### src/rtl/hx711_pkg.sv
// Shared types and constants for the HX711 serial-side emulator.
package hx711_pkg;

    typedef enum logic [2:0] {
        CONV  = 3'd0,
        READY = 3'd1,
        SHIFT = 3'd2,
        GAIN  = 3'd3,
        PDOWN = 3'd4
    } hx_state_e;

    localparam logic [1:0] GAIN_A128 = 2'd0;
    localparam logic [1:0] GAIN_B32  = 2'd1;
    localparam logic [1:0] GAIN_A64  = 2'd2;

    localparam logic [4:0] PULSES_DATA = 5'd24;
    localparam logic [4:0] PULSES_A128 = 5'd25;
    localparam logic [4:0] PULSES_B32  = 5'd26;
    localparam logic [4:0] PULSES_A64  = 5'd27;

    function automatic logic [1:0] gain_code(input logic [4:0] pulses);
        logic [1:0] code;
        case (pulses)
            PULSES_B32: code = GAIN_B32;
            PULSES_A64: code = GAIN_A64;
            default:    code = GAIN_A128;
        endcase
        return code;
    endfunction

endpackage

### src/rtl/hx711_sck_sync.sv
// Two-flop synchronizer for PD_SCK with rising/falling edge pulses.
module hx711_sck_sync (
    input  logic clk,
    input  logic rst,
    input  logic sck_async,
    output logic sck_sync,
    output logic sck_rise,
    output logic sck_fall
);

    logic meta_r;
    logic sync_r;
    logic prev_r;

    // synchronizer chain plus one delayed copy for edge detection
    always_ff @(posedge clk) begin
        if (rst) begin
            meta_r <= 1'b0;
            sync_r <= 1'b0;
            prev_r <= 1'b0;
        end else begin
            meta_r <= sck_async;
            sync_r <= meta_r;
            prev_r <= sync_r;
        end
    end

    assign sck_sync = sync_r;
    assign sck_rise = sync_r & ~prev_r;
    assign sck_fall = ~sync_r & prev_r;

endmodule

### src/rtl/hx711_emulator.sv
// HX711 serial-side emulator: DOUT/PD_SCK protocol, gain selection by pulse count.
// Optional power-down on long PD_SCK high is enabled by defining HX711_EMU_PD_EN.
module hx711_emulator
    import hx711_pkg::*;
#(
    parameter int CONV_CYCLES = 500,
    parameter int DOUT_DLY    = 5,
    parameter int GAP_CYCLES  = 1000,
    parameter int PD_CYCLES   = 3000
) (
    input  logic        clk,
    input  logic        rst,
    input  logic        PD_SCK,
    output logic        DOUT,
    input  logic [23:0] sample_in,
    input  logic        sample_we,
    output logic        sample_taken,
    output logic [1:0]  gain_sel,
    output logic        busy,
    output logic        powered_down
);

    localparam int CONV_W = (CONV_CYCLES > 2) ? $clog2(CONV_CYCLES) : 1;
    localparam int GAP_W  = (GAP_CYCLES > 2) ? $clog2(GAP_CYCLES) : 1;
    localparam int DLY_W  = $clog2(DOUT_DLY + 1);

    logic sck_s, rise_s, fall_s;

    hx711_sck_sync u_sck_sync (
        .clk       (clk),
        .rst       (rst),
        .sck_async (PD_SCK),
        .sck_sync  (sck_s),
        .sck_rise  (rise_s),
        .sck_fall  (fall_s)
    );

    hx_state_e          state_r, state_nx_s;
    logic [CONV_W-1:0]  conv_cnt_r, conv_cnt_nx_s;
    logic [GAP_W-1:0]   gap_r, gap_nx_s;
    logic [DLY_W-1:0]   dly_cnt_r, dly_cnt_nx_s;
    logic               dly_val_r, dly_val_nx_s;
    logic [4:0]         pulse_r, pulse_nx_s, pulse_inc_s;
    logic [23:0]        pending_r, pending_nx_s;
    logic [23:0]        shreg_r, shreg_nx_s;
    logic               dout_r, dout_nx_s;
    logic [1:0]         gain_r, gain_nx_s;
    logic               taken_r, taken_nx_s;
    logic               busy_r;
    logic               gap_done_s;

`ifdef HX711_EMU_PD_EN
    localparam int PD_W = (PD_CYCLES > 2) ? $clog2(PD_CYCLES) : 1;
    logic [PD_W-1:0] hi_cnt_r, hi_cnt_nx_s;
    logic            pd_hit_s;
    logic            powered_down_r;

    // PD_SCK-high duration counter, saturating at the power-down threshold
    always_comb begin
        hi_cnt_nx_s = hi_cnt_r;
        if (!sck_s) begin
            hi_cnt_nx_s = '0;
        end else if (hi_cnt_r != PD_W'(PD_CYCLES - 1)) begin
            hi_cnt_nx_s = hi_cnt_r + PD_W'(1);
        end else begin
            hi_cnt_nx_s = hi_cnt_r;
        end
        pd_hit_s = sck_s & (hi_cnt_r == PD_W'(PD_CYCLES - 1));
    end

    // power-down counter and status register
    always_ff @(posedge clk) begin
        if (rst) begin
            hi_cnt_r       <= '0;
            powered_down_r <= 1'b0;
        end else begin
            hi_cnt_r       <= hi_cnt_nx_s;
            powered_down_r <= (state_nx_s == PDOWN);
        end
    end

    assign powered_down = powered_down_r;
`else
    assign powered_down = 1'b0;
`endif

    // next-state and datapath logic
    always_comb begin
        state_nx_s    = state_r;
        conv_cnt_nx_s = conv_cnt_r;
        pulse_nx_s    = pulse_r;
        dly_cnt_nx_s  = dly_cnt_r;
        dly_val_nx_s  = dly_val_r;
        dout_nx_s     = dout_r;
        gain_nx_s     = gain_r;
        shreg_nx_s    = shreg_r;
        taken_nx_s    = 1'b0;
        pulse_inc_s   = pulse_r + 5'd1;

        if (sample_we) begin
            pending_nx_s = sample_in;
        end else begin
            pending_nx_s = pending_r;
        end

        // any time spent high restarts the idle-low timer
        if (sck_s) begin
            gap_nx_s = '0;
        end else if (gap_r != GAP_W'(GAP_CYCLES - 1)) begin
            gap_nx_s = gap_r + GAP_W'(1);
        end else begin
            gap_nx_s = gap_r;
        end
        gap_done_s = ~sck_s & (gap_r == GAP_W'(GAP_CYCLES - 1));

        // DOUT trails the detected PD_SCK edge by DOUT_DLY cycles
        if (dly_cnt_r != '0) begin
            dly_cnt_nx_s = dly_cnt_r - DLY_W'(1);
            if (dly_cnt_r == DLY_W'(1)) begin
                dout_nx_s = dly_val_r;
            end else begin
                dout_nx_s = dout_r;
            end
        end else begin
            dly_cnt_nx_s = '0;
        end

        case (state_r)
            CONV: begin
                dout_nx_s    = 1'b1;
                dly_cnt_nx_s = '0;
                if (conv_cnt_r == CONV_W'(CONV_CYCLES - 1)) begin
                    conv_cnt_nx_s = '0;
                    shreg_nx_s    = pending_r;
                    taken_nx_s    = 1'b1;
                    dout_nx_s     = 1'b0;
                    state_nx_s    = READY;
                end else begin
                    conv_cnt_nx_s = conv_cnt_r + CONV_W'(1);
                end
            end
            READY: begin
                dout_nx_s = 1'b0;
                if (rise_s) begin
                    pulse_nx_s   = 5'd1;
                    dly_cnt_nx_s = DLY_W'(DOUT_DLY);
                    dly_val_nx_s = shreg_r[23];
                    state_nx_s   = SHIFT;
                end else begin
                    pulse_nx_s = 5'd0;
                end
            end
            SHIFT: begin
                if (rise_s) begin
                    pulse_nx_s   = pulse_inc_s;
                    dly_cnt_nx_s = DLY_W'(DOUT_DLY);
                    if (pulse_inc_s == PULSES_A128) begin
                        dly_val_nx_s = 1'b1;
                        state_nx_s   = GAIN;
                    end else begin
                        dly_val_nx_s = shreg_r[PULSES_DATA - pulse_inc_s];
                    end
                end else if (gap_done_s) begin
                    // aborted read: gain selection is left untouched
                    dout_nx_s     = 1'b1;
                    dly_cnt_nx_s  = '0;
                    conv_cnt_nx_s = '0;
                    state_nx_s    = CONV;
                end else begin
                    pulse_nx_s = pulse_r;
                end
            end
            GAIN: begin
                if (rise_s) begin
                    if (pulse_r == PULSES_A64) begin
                        pulse_nx_s = PULSES_A64;
                    end else begin
                        pulse_nx_s = pulse_inc_s;
                    end
                end else if ((fall_s && (pulse_r == PULSES_A64)) || gap_done_s) begin
                    gain_nx_s     = gain_code(pulse_r);
                    dout_nx_s     = 1'b1;
                    dly_cnt_nx_s  = '0;
                    conv_cnt_nx_s = '0;
                    state_nx_s    = CONV;
                end else begin
                    pulse_nx_s = pulse_r;
                end
            end
            PDOWN: begin
                dout_nx_s    = 1'b1;
                dly_cnt_nx_s = '0;
                if (!sck_s) begin
                    gain_nx_s     = GAIN_A128;
                    conv_cnt_nx_s = '0;
                    state_nx_s    = CONV;
                end else begin
                    state_nx_s = PDOWN;
                end
            end
            default: begin
                dout_nx_s     = 1'b1;
                dly_cnt_nx_s  = '0;
                conv_cnt_nx_s = '0;
                state_nx_s    = CONV;
            end
        endcase

`ifdef HX711_EMU_PD_EN
        // a long high pulse wins over every other transition this cycle
        if (pd_hit_s) begin
            state_nx_s    = PDOWN;
            dout_nx_s     = 1'b1;
            dly_cnt_nx_s  = '0;
            conv_cnt_nx_s = '0;
            pulse_nx_s    = pulse_r;
            gain_nx_s     = gain_r;
            shreg_nx_s    = shreg_r;
            taken_nx_s    = 1'b0;
        end else begin
        end
`endif
    end

    // state and datapath registers
    always_ff @(posedge clk) begin
        if (rst) begin
            state_r    <= CONV;
            conv_cnt_r <= '0;
            gap_r      <= '0;
            dly_cnt_r  <= '0;
            dly_val_r  <= 1'b1;
            pulse_r    <= 5'd0;
            pending_r  <= 24'd0;
            shreg_r    <= 24'd0;
            dout_r     <= 1'b1;
            gain_r     <= GAIN_A128;
            taken_r    <= 1'b0;
            busy_r     <= 1'b1;
        end else begin
            state_r    <= state_nx_s;
            conv_cnt_r <= conv_cnt_nx_s;
            gap_r      <= gap_nx_s;
            dly_cnt_r  <= dly_cnt_nx_s;
            dly_val_r  <= dly_val_nx_s;
            pulse_r    <= pulse_nx_s;
            pending_r  <= pending_nx_s;
            shreg_r    <= shreg_nx_s;
            dout_r     <= dout_nx_s;
            gain_r     <= gain_nx_s;
            taken_r    <= taken_nx_s;
            busy_r     <= (state_nx_s == CONV);
        end
    end

    assign DOUT         = dout_r;
    assign gain_sel     = gain_r;
    assign sample_taken = taken_r;
    assign busy         = busy_r;

endmodule

### config.mk
export PLATFORM = sky130hd
export DESIGN_NAME = hx711_emulator
export DESIGN_NICKNAME = d
export VERILOG_FILES = /design/src/rtl/hx711_pkg.sv /design/src/rtl/hx711_sck_sync.sv /design/src/rtl/hx711_emulator.sv
export SDC_FILE = /design/constraint.sdc
export NUM_CORES = 1
export LEC_CHECK = 0
export ABC_AREA = 1
export CAP_MARGIN = 0
export CORE_MARGIN = 2
export CORE_UTILIZATION = 60
export CTS_CLUSTER_SIZE = 40
export DETAILED_ROUTE_END_ITERATION = 8
export PLACE_DENSITY_LB_ADDON = 0.05
export SYNTH_ARGS = -nofsm -noshare
export SYNTH_HDL_FRONTEND = slang
export SYNTH_SLANG_ARGS = --single-unit
### constraint.sdc
create_clock -name clk -period 4.15 [get_ports clk]
set_input_delay 0.415 -clock clk [delete_from_list [all_inputs] [get_ports clk]]
set_output_delay 0.415 -clock clk [all_outputs]
set_load 0.02 [all_outputs]
# After elaboration in Yosys (flattened, before gate mapping)
# Index checks and enable logic that the tools add are counted.
word_totals:
  reg_bits: 87
  latchBits: 0
  ramBits: 0
  mem_bits_ro: 0
  output_inout_bits: 6
  mem_count: 0
op_classes:
  n_addsub: 5
  n_mul: 0
  div_mod_pow: 0
  magnitude_cmp: 1
  n_eq_ne: 19
  shifts: 0
  n_mux: 48
  bitwise_logic: 7
  reduce_logical: 15
ops:
  columns: ["op", "n"]
  rows:
  - ["$mux 9", 6]
  - ["$pmux 9 s5", 1]
  - ["$mux 3", 14]
  - ["$ne 2x2->1 const B", 8]
  - ["$eq 5x5->1 const B", 3]
  - ["$mux 5", 3]
  - ["$pmux 3 s5", 1]
  - ["$pmux 5 s3", 1]
  - ["$mux 1", 13]
  - ["$add 10x1->10 const B", 1]
  - ["$eq 10x10->1 const B", 1]
  - ["$ne 10x10->1 const B", 1]
  - ["$add 9x1->9 const B", 1]
  - ["$eq 9x9->1 const B", 1]
  - ["$pmux 3 s3", 1]
  - ["$pmux 2 s2", 2]
  - ["$eq 3x1->1 const B", 2]
  - ["$eq 3x2->1 const B", 2]
  - ["$logic_not 3->1", 2]
  - ["$lt 5x6->1 const B", 1]
  - ["$mux 2", 3]
  - ["$reduce_and 3->1", 2]
  - ["$reduce_and 6->1", 1]
  - ["$reduce_bool 3->1", 2]
  - ["15 further kinds", 22]

# Depth between registers and ports, before layout
# Gate-level depths: netlist (run 1).
logic_depth:
  depth_word: 8
  depth_mapped: 17
  depth_no_buf: 16

# By module
# Synthesis (run 1) repeated with hierarchy kept, for this count alone.
hier_totals:
  hier_cells: 611
  hier_area_um2: 4309.1
by_module_without_submodules:
  columns: ["module", "n_inst", "cells_each", "area_each_um2", "seq_area_each_um2"]
  rows:
  - ["hx711_emulator", 1, 599, 4215.3, 1681.6]
  - ["hx711_sck_sync", 1, 12, 93.8, 60.1]

# Least setup slack after synthesis (run 1)
# OpenSTA, ideal clock, no wires.
synth_timing:
  kind: "reg2reg"
  from: "register pulse_r[0]"
  to: "register dly_val_r"
  setup_time_ps: 112
  t_arrival_ps: 1631
  required_time_ps: 4038
  path_slack_ps: 2407
  stages_incl_launch_ff: 18
  path_cell_list: "dfxtp_1 -> buf_4 -> inv_2 -> ha_1 -> inv_1 -> nand2_1 -> nand2_1 -> inv_1 -> nand2_1 -> nand2_1 -> nand2_1 -> nand2_1 -> nand2_1 -> nand2_1 -> nand2_1 -> nand2_1 -> nand2_1 -> nand2_1"
synth_between:
  elab_chain_len: 7
synth_lines:
  columns: ["element", "line_no", "text"]
  rows:
  - ["from (decl)", "hx711_emulator.sv:43", "logic [4:0] pulse_r, pulse_nx_s, pulse_inc_s;"]
  - ["from (signal assigned)", "hx711_emulator.sv:246", "pulse_r <= pulse_nx_s;"]
  - ["$add 5x1->5 (*)", "hx711_emulator.sv:98", "pulse_inc_s = pulse_r + 5'd1;"]
  - ["$sub 5x5->5", "hx711_emulator.sv:161", "dly_val_nx_s = shreg_r[PULSES_DATA - pulse_inc_s];"]
  - ["$bmux 1 s5", "hx711_emulator.sv:161", null]
  - ["$mux 1 (implied by the code)", "hx711_emulator.sv:161", null]
  - ["$mux 1 (*)", "hx711_emulator.sv:157", "if (pulse_inc_s == PULSES_A128) begin"]
  - ["$mux 1 (*)", "hx711_emulator.sv:154", "if (rise_s) begin"]
  - ["$pmux 1 s2 (*)", "hx711_emulator.sv:128", "case (state_r)"]
  - ["to (signal assigned)", "hx711_emulator.sv:245", "dly_val_r <= dly_val_nx_s;"]
  - ["to (decl)", "hx711_emulator.sv:42", "logic dly_val_r, dly_val_nx_s;"]
# Mark *: on every way between the ends. The rest lies on a longest branch, timed or not. The select of a mux whose other input is x is not followed.
# A chain may end at the register's enable or synchronous reset.

# Worst setup path after layout (run 1)
# Ends and elaborated chain as after synthesis.

==> results.yml, run 1 <==
status:
  status: "complete, no violations"
timing:
  slew_headroom: 0.393
  hold_violations: 0
  drv_slew: 0
  finalClockSkew_ns: 0.00523
  fin_crit_ns: 2.23
  fmax_mhz: 449
  timing.hold.ws_ns: 0.415
  timing.final.ws_setup_ns: 1.92
  tns_ns: 0
  rsz0062_at_grt: "no"
  setup_violations: 0
  finalCritPeriodShare: 0.536
  worst_slew_pin_slew_ns: 0.910
setup_path:
  endpoint: "dly_val_r"
  worstSetupEndpointType: "flop"
  crit_path_max_incr_delay_ns: 0.36
  critPathTopFamily: "simple AND/OR/NAND/NOR gates"
  r2r_cells: 17
  critical_path_class: "reg2reg"
  crit_buf_inv: 4
  reg2reg_from: "pulse_r[0]"
  worstPathCellList: "buf_4 > inv_2 > ha_1 > inv_1 > nand2_1 > nand2_1 > inv_1 > nand2_1 > nand2_1 > nand2_1 > nand2_1 > nand2_1 > nand2_1 > nand2_1 > nand2_1 > nand2_1 > nand2_1"
  rr_endpoint: "dly_val_r"
  slowest_stage: "ha_1"
  crit_fanout: 28
  critPathLaunchType: "flop"
  arrival_ns: 2.48
  worst-r2r-setup-slack_ns: 1.92
  crit_start: "pulse_r[0]"
  cp_num_cells: 17
  path_common_cell: "nand2_1"
  worstPathRequired_ns: 4.40
worst_hold_path:
  hp-class: "reg2reg"
finish:
  layout_common_cells: "nor2_1, nand2_1, dfxtp_1"
  drive_gt1_frac: 0.0572
  area_growth_pct: 12.0
  nFillCells: 579
  layout_commonest_cell: "nor2_1"
  instances_no_fill: 689
  fin_nets: 642
  stdcell_area_mm2: 0.00451
  n_antenna_cell: 0
placement:
  hpwl_um: 5840
  dp_slack_ns: 1.79
  io_buffers: 32
  placed_area_mm2: 0.00435
  dp_cells: 673
  place_congestion: 0.894
clock_network:
  htree_levels: 3
  ctsResizeCount: 0
  cts_max_path_buffers: 2
  cts_sinks: 87
  clk_pin_slew_worst_paths_ns: 0.08
  cts_setup_buffers: 0
  tritoncts: "yes"
  clock-root-buffer: "clkbuf_8"
  clock_latency_ns: 0.35
  cts_hold_buffers: 0
  numCtsBuffers: 9
detailed_routing:
  drt_iter0_drc: 253
  remaining_drc_errors: 0
  dr_total_vias: 3687
  routedWlPerCell_um: 12.1
  antenna_left: 0
  vias_per_cell: 5.35
  wirelength_um: 8350
  first_pass_iters: 7
yosys:
  netlist_area_mm2: 0.00403
  synth-main-ff-cell: "dfxtp_1"
  ys_ff_latch: 87
  ys_warn_count: 0
  yosysSeqAreaShare: 0.432
  async_flop_share: 0
  synth.distinct_cells: 35
  syn_nets: 618
  synth_edf_count: 0
  syn_area_per_cell_um2: 6.91
  syn_inst: 583
global_routing:
  grt_pass1_wl_um: 14500
  antenna_found_initial: 0
  grt_max_degree: 40
  grt_pass1_vias: 3410
  track_usage: 0.239
  grt-ovfl-total: 0
pwr:
  ir_worst_vdd_uv: 349
  cellPowerDensity_mw_per_mm2: 322
  p_leak_uw: 0.00191
floorplan:
  design.die.area_mm2: 0.00739
  core_area_mm2: 0.00642
  initial_core_util: 0.627
  pin_count: 34
  die_height_um: 85.9
  rows: 29
  die_w_um: 85.9
job:
  max_cap_violations: 0
==> routing by layer <==
layer,vias up,share of wire,GRT usage
met5,-,0,0
li1,1912,-,-
met2,90,0.43,0.373
met3,10,0.048,0.0443
met4,0,0.015,0.0938
met1,1675,0.51,0.329
==> per-stage QoR <==
stage | utilization | power, µW
after CTS | 0.703 | 1460
after global placement | 0.678 | 967
final | 0.703 | 1450
after detailed placement | 0.678 | 970
after floorplan | - | 931
after global routing | 0.703 | 1510
==> layout make-up <==
type / instances / area [µm²] / area share
multi-input cells: 408 / 1930 / 0.427
repair buffers: 35 / 343 / 0.0760
flip-flops and latches: 87 / 1740 / 0.386
clock inverters: 4 / 22.5 / 0.00499
inverters: 66 / 248 / 0.0549
well taps: 77 / 96.3 / 0.0214
clock buffers: 12 / 135 / 0.0300
==> power by group <==
group	leakage (µW)	switching, µW	internal (µW)	total, µW
Clock	0.0000801	287	215	503
Sequential	0.000709	12.5	856	869
Combinational	0.00112	42.2	40.5	82.6
Total	0.00191	342	1110	1450
==> cells in the mapped netlist (2+ instances only) <==
master,number,share of area
xor2_1,3,0.0065
nand2_2,4,0.0062
nor3_1,6,0.0075
nor2_1,112,0.10
nor2_4,2,0.0056
ha_1,7,0.022
a31oi_1,2,0.0031
nor3_2,2,0.0050
a21oi_1,37,0.046
inv_1,61,0.057
buf_6,2,0.0056
buf_4,2,0.0037
nand3_1,28,0.035
a211oi_1,2,0.0037
buf_2,7,0.0087
dfxtp_1,87,0.43
inv_2,5,0.0047
clkbuf_1,11,0.010
nand4_1,12,0.019
nand2_1,106,0.099
o21ai_0,69,0.086
and2_1,2,0.0031
nor2_2,2,0.0031
==> kinds of logic after synthesis <==
kind of cell / count (synthesis) / synth area share
compound gates: 114 / 0.146
flops: 87 / 0.432
mux: 1 / 0.00248
buf+inv: 88 / 0.0897
fa+ha+maj: 7 / 0.0217
simple gates: 282 / 0.300
other cells: 1 / 0.000931
xor+xnor: 3 / 0.00652
==> sequential cells by signal (all words and copies together), names as in the netlist, 2 cells and up <==
signal,count
gain_sel,2
dly_cnt_r,3
gap_r,10
pending_r,24
state_r,3
shreg_r,24
conv_cnt_r,9
pulse_r,5
==> worst min-delay path: stages (launching register included) <==
cell	delay [ns]
dfxtp_1	0.31
inv_1	0.04
nor2_1	0.03
==> worst min-delay path by stage <==
stage	startpoint	to	slack [ns]	depth (start not counted)
4_1_cts	u_sck_sync.meta_r	u_sck_sync.sck_sync	0.42	2
5_1_grt	u_sck_sync.meta_r	u_sck_sync.sck_sync	0.45	2
3_5_place_dp	u_sck_sync.meta_r	u_sck_sync.sck_sync	0.40	2
3_3_place_gp	u_sck_sync.meta_r	u_sck_sync.sck_sync	0.39	2
2_1_floorplan	u_sck_sync.meta_r	u_sck_sync.sck_sync	0.39	2
6_report	u_sck_sync.meta_r	u_sck_sync.sck_sync	0.42	2
No activity file was read; power rests on OpenSTA's default activity.
==> inputs of run 2 (changes only) <==
--- a/config.mk
+++ b/config.mk
@@ -8,7 +8,7 @@
 export ABC_AREA = 1
 export CAP_MARGIN = 0
 export CORE_MARGIN = 2
-export CORE_UTILIZATION = 60
+export CORE_UTILIZATION = 52
 export CTS_CLUSTER_SIZE = 40
 export DETAILED_ROUTE_END_ITERATION = 8
 export PLACE_DENSITY_LB_ADDON = 0.05
==> constraint.sdc (replaced) <==
create_clock -name clk -period 2 [get_ports clk]
set_input_delay 0.2 -clock clk [delete_from_list [all_inputs] [get_ports clk]]
set_output_delay 0.2 -clock clk [all_outputs]
set_load 0.02 [all_outputs]
==> results.yml, run 2 (synthesized netlist as in run 1, its figures left out) <==
setup_path:
  critical_path_class: "reg2reg"
  critPathLaunchType: "flop"
  arrival_ns: 2.11
  path_common_cell: "nand2_1"
  critPathTopFamily: "simple AND/OR/NAND/NOR gates"
  crit_path_max_incr_delay_ns: 0.38
  slowest_stage: "dfxtp_1"
  worstPathRequired_ns: 2.25
  worstSetupEndpointType: "flop"
  worstPathCellList: "inv_2 > ha_1 > inv_1 > nand2_1 > nand2_1 > inv_1 > nand2_1 > nand3_1 > nand3_1 > nand2_1 > nand2_1 > nand2_1 > nand2_1 > nand2_1"
  crit_buf_inv: 3
  crit_fanout: 6
floorplan:
  die_w_um: 92.0
  pin_count: 34
  die_height_um: 92.0
  core_area_mm2: 0.00761
  initial_core_util: 0.530
  rows: 32
  design.die.area_mm2: 0.00847
clock_network:
  cts_sinks: 87
  htree_levels: 3
  cts_max_path_buffers: 2
  tritoncts: "yes"
  numCtsBuffers: 9
  clk_pin_slew_worst_paths_ns: 0.09
  cts_hold_buffers: 0
  clock_latency_ns: 0.35
  cts_setup_buffers: 0
  clock-root-buffer: "clkbuf_8"
global_routing:
  grt_pass1_vias: 3424
  grt-ovfl-total: 0
  antenna_found_initial: 0
  grt_pass1_wl_um: 15000
  track_usage: 0.214
  grt_max_degree: 50
timing:
  finalCritPeriodShare: 0.925
  tns_ns: 0
  hold_violations: 0
  timing.final.ws_setup_ns: 0.150
  slew_headroom: 0.537
  fmax_mhz: 540
  drv_slew: 0
  finalClockSkew_ns: 0.0106
  worst_slew_pin_slew_ns: 0.694
  rsz0062_at_grt: "no"
  setup_violations: 0
  fin_crit_ns: 1.85
worst_hold_path:
  hp-class: "in2reg"
finish:
  drive_gt1_frac: 0.0758
  fin_nets: 651
  layout_common_cells: "nor2_1, nand2_1, dfxtp_1"
  instances_no_fill: 722
  layout_commonest_cell: "nor2_1"
  reg.largest.list: "pending_r (24), shreg_r (24), gap_r (10)"
  n_antenna_cell: 0
  area_growth_pct: 16.1
detailed_routing:
  wirelength_um: 8360
  drt_iter0_drc: 156
  dr_total_vias: 3631
  routedWlPerCell_um: 11.6
  antenna_left: 0
  first_pass_iters: 5
  vias_per_cell: 5.03
  remaining_drc_errors: 0
placement:
  place_congestion: 0.912
  io_buffers: 32
  dp_cells: 707
  dp_slack_ns: 0.166
  hpwl_um: 5930
job:
  max_cap_violations: 0
pwr:
  p_leak_uw: 0.00199
  cellPowerDensity_mw_per_mm2: 704
  p_total_uw: 3290
  ir_worst_vdd_uv: 430
status:
  status: "complete, no violations"
-- run 2: routing by layer --
| metal | up-vias | global-route usage | part of all wire |
|---|---|---|---|
| met3 | 10 | 0.0329 | 0.030 |
| met2 | 71 | 0.343 | 0.44 |
| met1 | 1614 | 0.298 | 0.52 |
| met5 | - | 0 | 0 |
| li1 | 1936 | - | - |
| met4 | 0 | 0.0684 | 0.014 |
-- run 2: tightest hold or removal path, cell delays in order --
cell and delay (ns):
clkdlybuf4s50_1 0.40, inv_1 0.05, nor2_1 0.03
-- run 2: report_power, final --
part	switching, µW	total, µW	internal, µW
clock	620	1310	695
sequential	24.3	1800	1780
combinational	88.5	177	88.8
total	733	3290	2560
-- run 2: path summary, 6_finish.rpt --
| kind | end | cells after the start | slack (ns) | from |
|---|---|---|---|---|
| max | dly_val_r | 14 | 0.15 | pulse_r[0] |
| min | u_sck_sync.meta_r | 3 | 0.37 | PD_SCK |
| max reg2reg | dly_val_r | 14 | 0.15 | pulse_r[0] |
| min reg2reg | u_sck_sync.sck_sync | 2 | 0.41 | u_sck_sync.meta_r |
-- run 2: stage by stage --
| step | hold slack, ns | utilization | area (µm²) |
|---|---|---|---|
| 2_1_floorplan | 0.307 | - | 4030 |
| 3_3_place_gp | 0.397 | 0.587 | 4470 |
| 3_5_place_dp | 0.395 | 0.587 | 4470 |
| 4_1_cts | 0.367 | 0.615 | 4680 |
| 5_1_grt | 0.393 | 0.615 | 4680 |
| 6_report | 0.372 | 0.615 | 4680 |
-- run 2: area by class of cell --
cell class,instances,area (µm²)
Fill cell,715,2930
Multi-Input combinational cell,408,1930
Sequential cell,87,1740
Timing Repair Buffer,44,423
Inverter,66,250
Tap cell,102,128
Clock buffer,9,124
Clock inverter,6,86.3
-- run 2: timing repair --
action | in CTS | in global routing
setup endpoints to repair | 0 | 3
gates resized for setup | 0 | 3
hold endpoints to repair | 0 | 0
==> inputs of run 3 (changes only) <==
--- a/config.mk
+++ b/config.mk
@@ -7,6 +7,7 @@
 export LEC_CHECK = 0
 export ABC_AREA = 1
 export CAP_MARGIN = 0
+export CORE_ASPECT_RATIO = 1.2
 export CORE_MARGIN = 2
 export CORE_UTILIZATION = 52
 export CTS_CLUSTER_SIZE = 40
==> results.yml, run 3 (synthesized netlist as in run 1, its figures left out) <==
finish:
  layout_common_cells: "nor2_1, nand2_1, dfxtp_1"
  nFillCells: 717
  layout_commonest_cell: "nor2_1"
  drive_gt1_frac: 0.0789
  instances_no_fill: 713
  fin_nets: 651
  n_antenna_cell: 0
  area_growth_pct: 15.4
  reg.largest.list: "pending_r (24), shreg_r (24), gap_r (10)"
clock_network:
  cts_sinks: 87
  cts_max_path_buffers: 2
  cts_hold_buffers: 0
  tritoncts: "yes"
  htree_levels: 3
  cts_setup_buffers: 0
  numCtsBuffers: 9
  clk_pin_slew_worst_paths_ns: 0.09
  clock-root-buffer: "clkbuf_8"
  clock_latency_ns: 0.36
  ctsResizeCount: 0
detailed_routing:
  remaining_drc_errors: 0
  first_pass_iters: 4
  vias_per_cell: 5.19
  drt_iter0_drc: 171
  wirelength_um: 8710
  routedWlPerCell_um: 12.2
  dr_total_vias: 3704
  antenna_left: 0
global_routing:
  use_met3: 0.0485
  grt.busiest_layer: "met2"
  grt_pass1_wl_um: 15200
  grt-ovfl-total: 0
  use_met1: 0.265
  grt_max_degree: 51
  grt_use_met2: 0.377
  antenna_found_initial: 0
  grt_pass1_vias: 3428
  track_usage: 0.221
timing:
  timing.final.ws_setup_ns: 0.229
  finalClockSkew_ns: 0.0105
  rsz0062_at_grt: "no"
  fmax_mhz: 565
  slew_headroom: 0.540
  fin_crit_ns: 1.77
  drv_slew: 0
  tns_ns: 0
  worst_slew_pin_slew_ns: 0.689
  finalCritPeriodShare: 0.886
  hold_violations: 0
  setup_violations: 0
worst_hold_path:
  hp-class: "in2reg"
placement:
  dp_cells: 697
  place_congestion: 0.888
  hpwl_um: 6230
  io_buffers: 32
  dp_slack_ns: 0.0828
floorplan:
  core_area_mm2: 0.00762
  pin_count: 34
  die_w_um: 84.4
  rows: 35
  design.die.area_mm2: 0.00847
  initial_core_util: 0.529
  die_height_um: 100
setup_path:
  arrival_ns: 2.03
  slowest_stage: "dfxtp_4"
  worstSetupEndpointType: "flop"
  crit_path_max_incr_delay_ns: 0.39
  critical_path_class: "reg2reg"
  path_common_cell: "nand2_1"
  critPathLaunchType: "flop"
  worstPathRequired_ns: 2.26
  worstPathCellList: "inv_2 > ha_1 > inv_1 > nand2_1 > nand2_2 > inv_2 > nand2_1 > nand2_1 > nand2_1 > nand2_1 > nand2_1 > nand2_1 > nand2_1 > nand2_1 > nand2_1 > nand2_1"
  crit_fanout: 8
pwr:
  pwr-share-comb: 0.055
  cellPowerDensity_mw_per_mm2: 683
  p_sw_frac: 0.231
  clock_power_share: 0.378
  p_leak_uw: 0.00197
  p_int_uw: 2440
  p_seq_frac: 0.567
  p_total_uw: 3180
  switching_power_uw: 735
  ir_worst_vdd_uv: 493
job:
  max_cap_violations: 0
status:
  status: "complete, no violations"
==> run 3: cell count changes in the layout (fill, tap and decap cells not counted) <==
cell and change:
inv_2 +2, inv_4 -1, dfxtp_1 -1, dfxtp_4 +1, clkinvlp_4 +1, bufinv_16 -1, nand2_2 +1, clkbuf_1 +2
inv_1 -1, clkinv_2 -1, nand2_1 -1
==> run 3: final timing paths <==
check / depth (start not counted) / to / from / slack [ns]
hold / removal: 3 / u_sck_sync.meta_r / PD_SCK / 0.34
hold reg to reg: 2 / u_sck_sync.sck_sync / u_sck_sync.meta_r / 0.41
setup / recovery: 16 / dly_val_r / pulse_r[0] / 0.23
setup reg to reg: 16 / dly_val_r / pulse_r[0] / 0.23
==> run 3: final cells by class <==
type,instances,area [µm²],share of cell area
multi-input cells,408,1930,0.415
flip-flops and latches,87,1750,0.376
repair buffers,44,423,0.0909
inverters,66,248,0.0533
clock buffers,11,131,0.0282
well taps,92,115,0.0248
clock inverters,5,58.8,0.0126
==> run 3: power by group through the flow <==
stage	logic, µW	clock network, µW	registers, µW
after floorplan	96.6	0	1840
after global placement	172	0	1840
after detailed placement	176	0	1840
after CTS	177	1240	1800
after global routing	204	1300	1810
final	176	1200	1800
==> run 3: per-stage QoR <==
step / utilization / instance area (µm²) / hold slack (ns)
3_5_place_dp: 0.584 / 4450 / 0.400
2_1_floorplan: - / 4030 / 0.307
6_report: 0.610 / 4650 / 0.343
5_1_grt: 0.610 / 4650 / 0.363
4_1_cts: 0.609 / 4640 / 0.328
3_3_place_gp: 0.584 / 4450 / 0.392
==> run 3: layer usage <==
| layer | vias to the layer above | part of all wire |
|---|---|---|
| met4 | 0 | 0.030 |
| li1 | 1931 | - |
| met2 | 75 | 0.48 |
| met3 | 20 | 0.038 |
| met5 | - | 0 |
| met1 | 1678 | 0.45 |
==> run 3: worst max-delay path: cells and delay by family, from the launching register on <==
kind	cells	cell delay, ns
fa+ha+maj	1	0.33
buf+inv	3	0.23
flops	1	0.39
simple gates	12	0.73
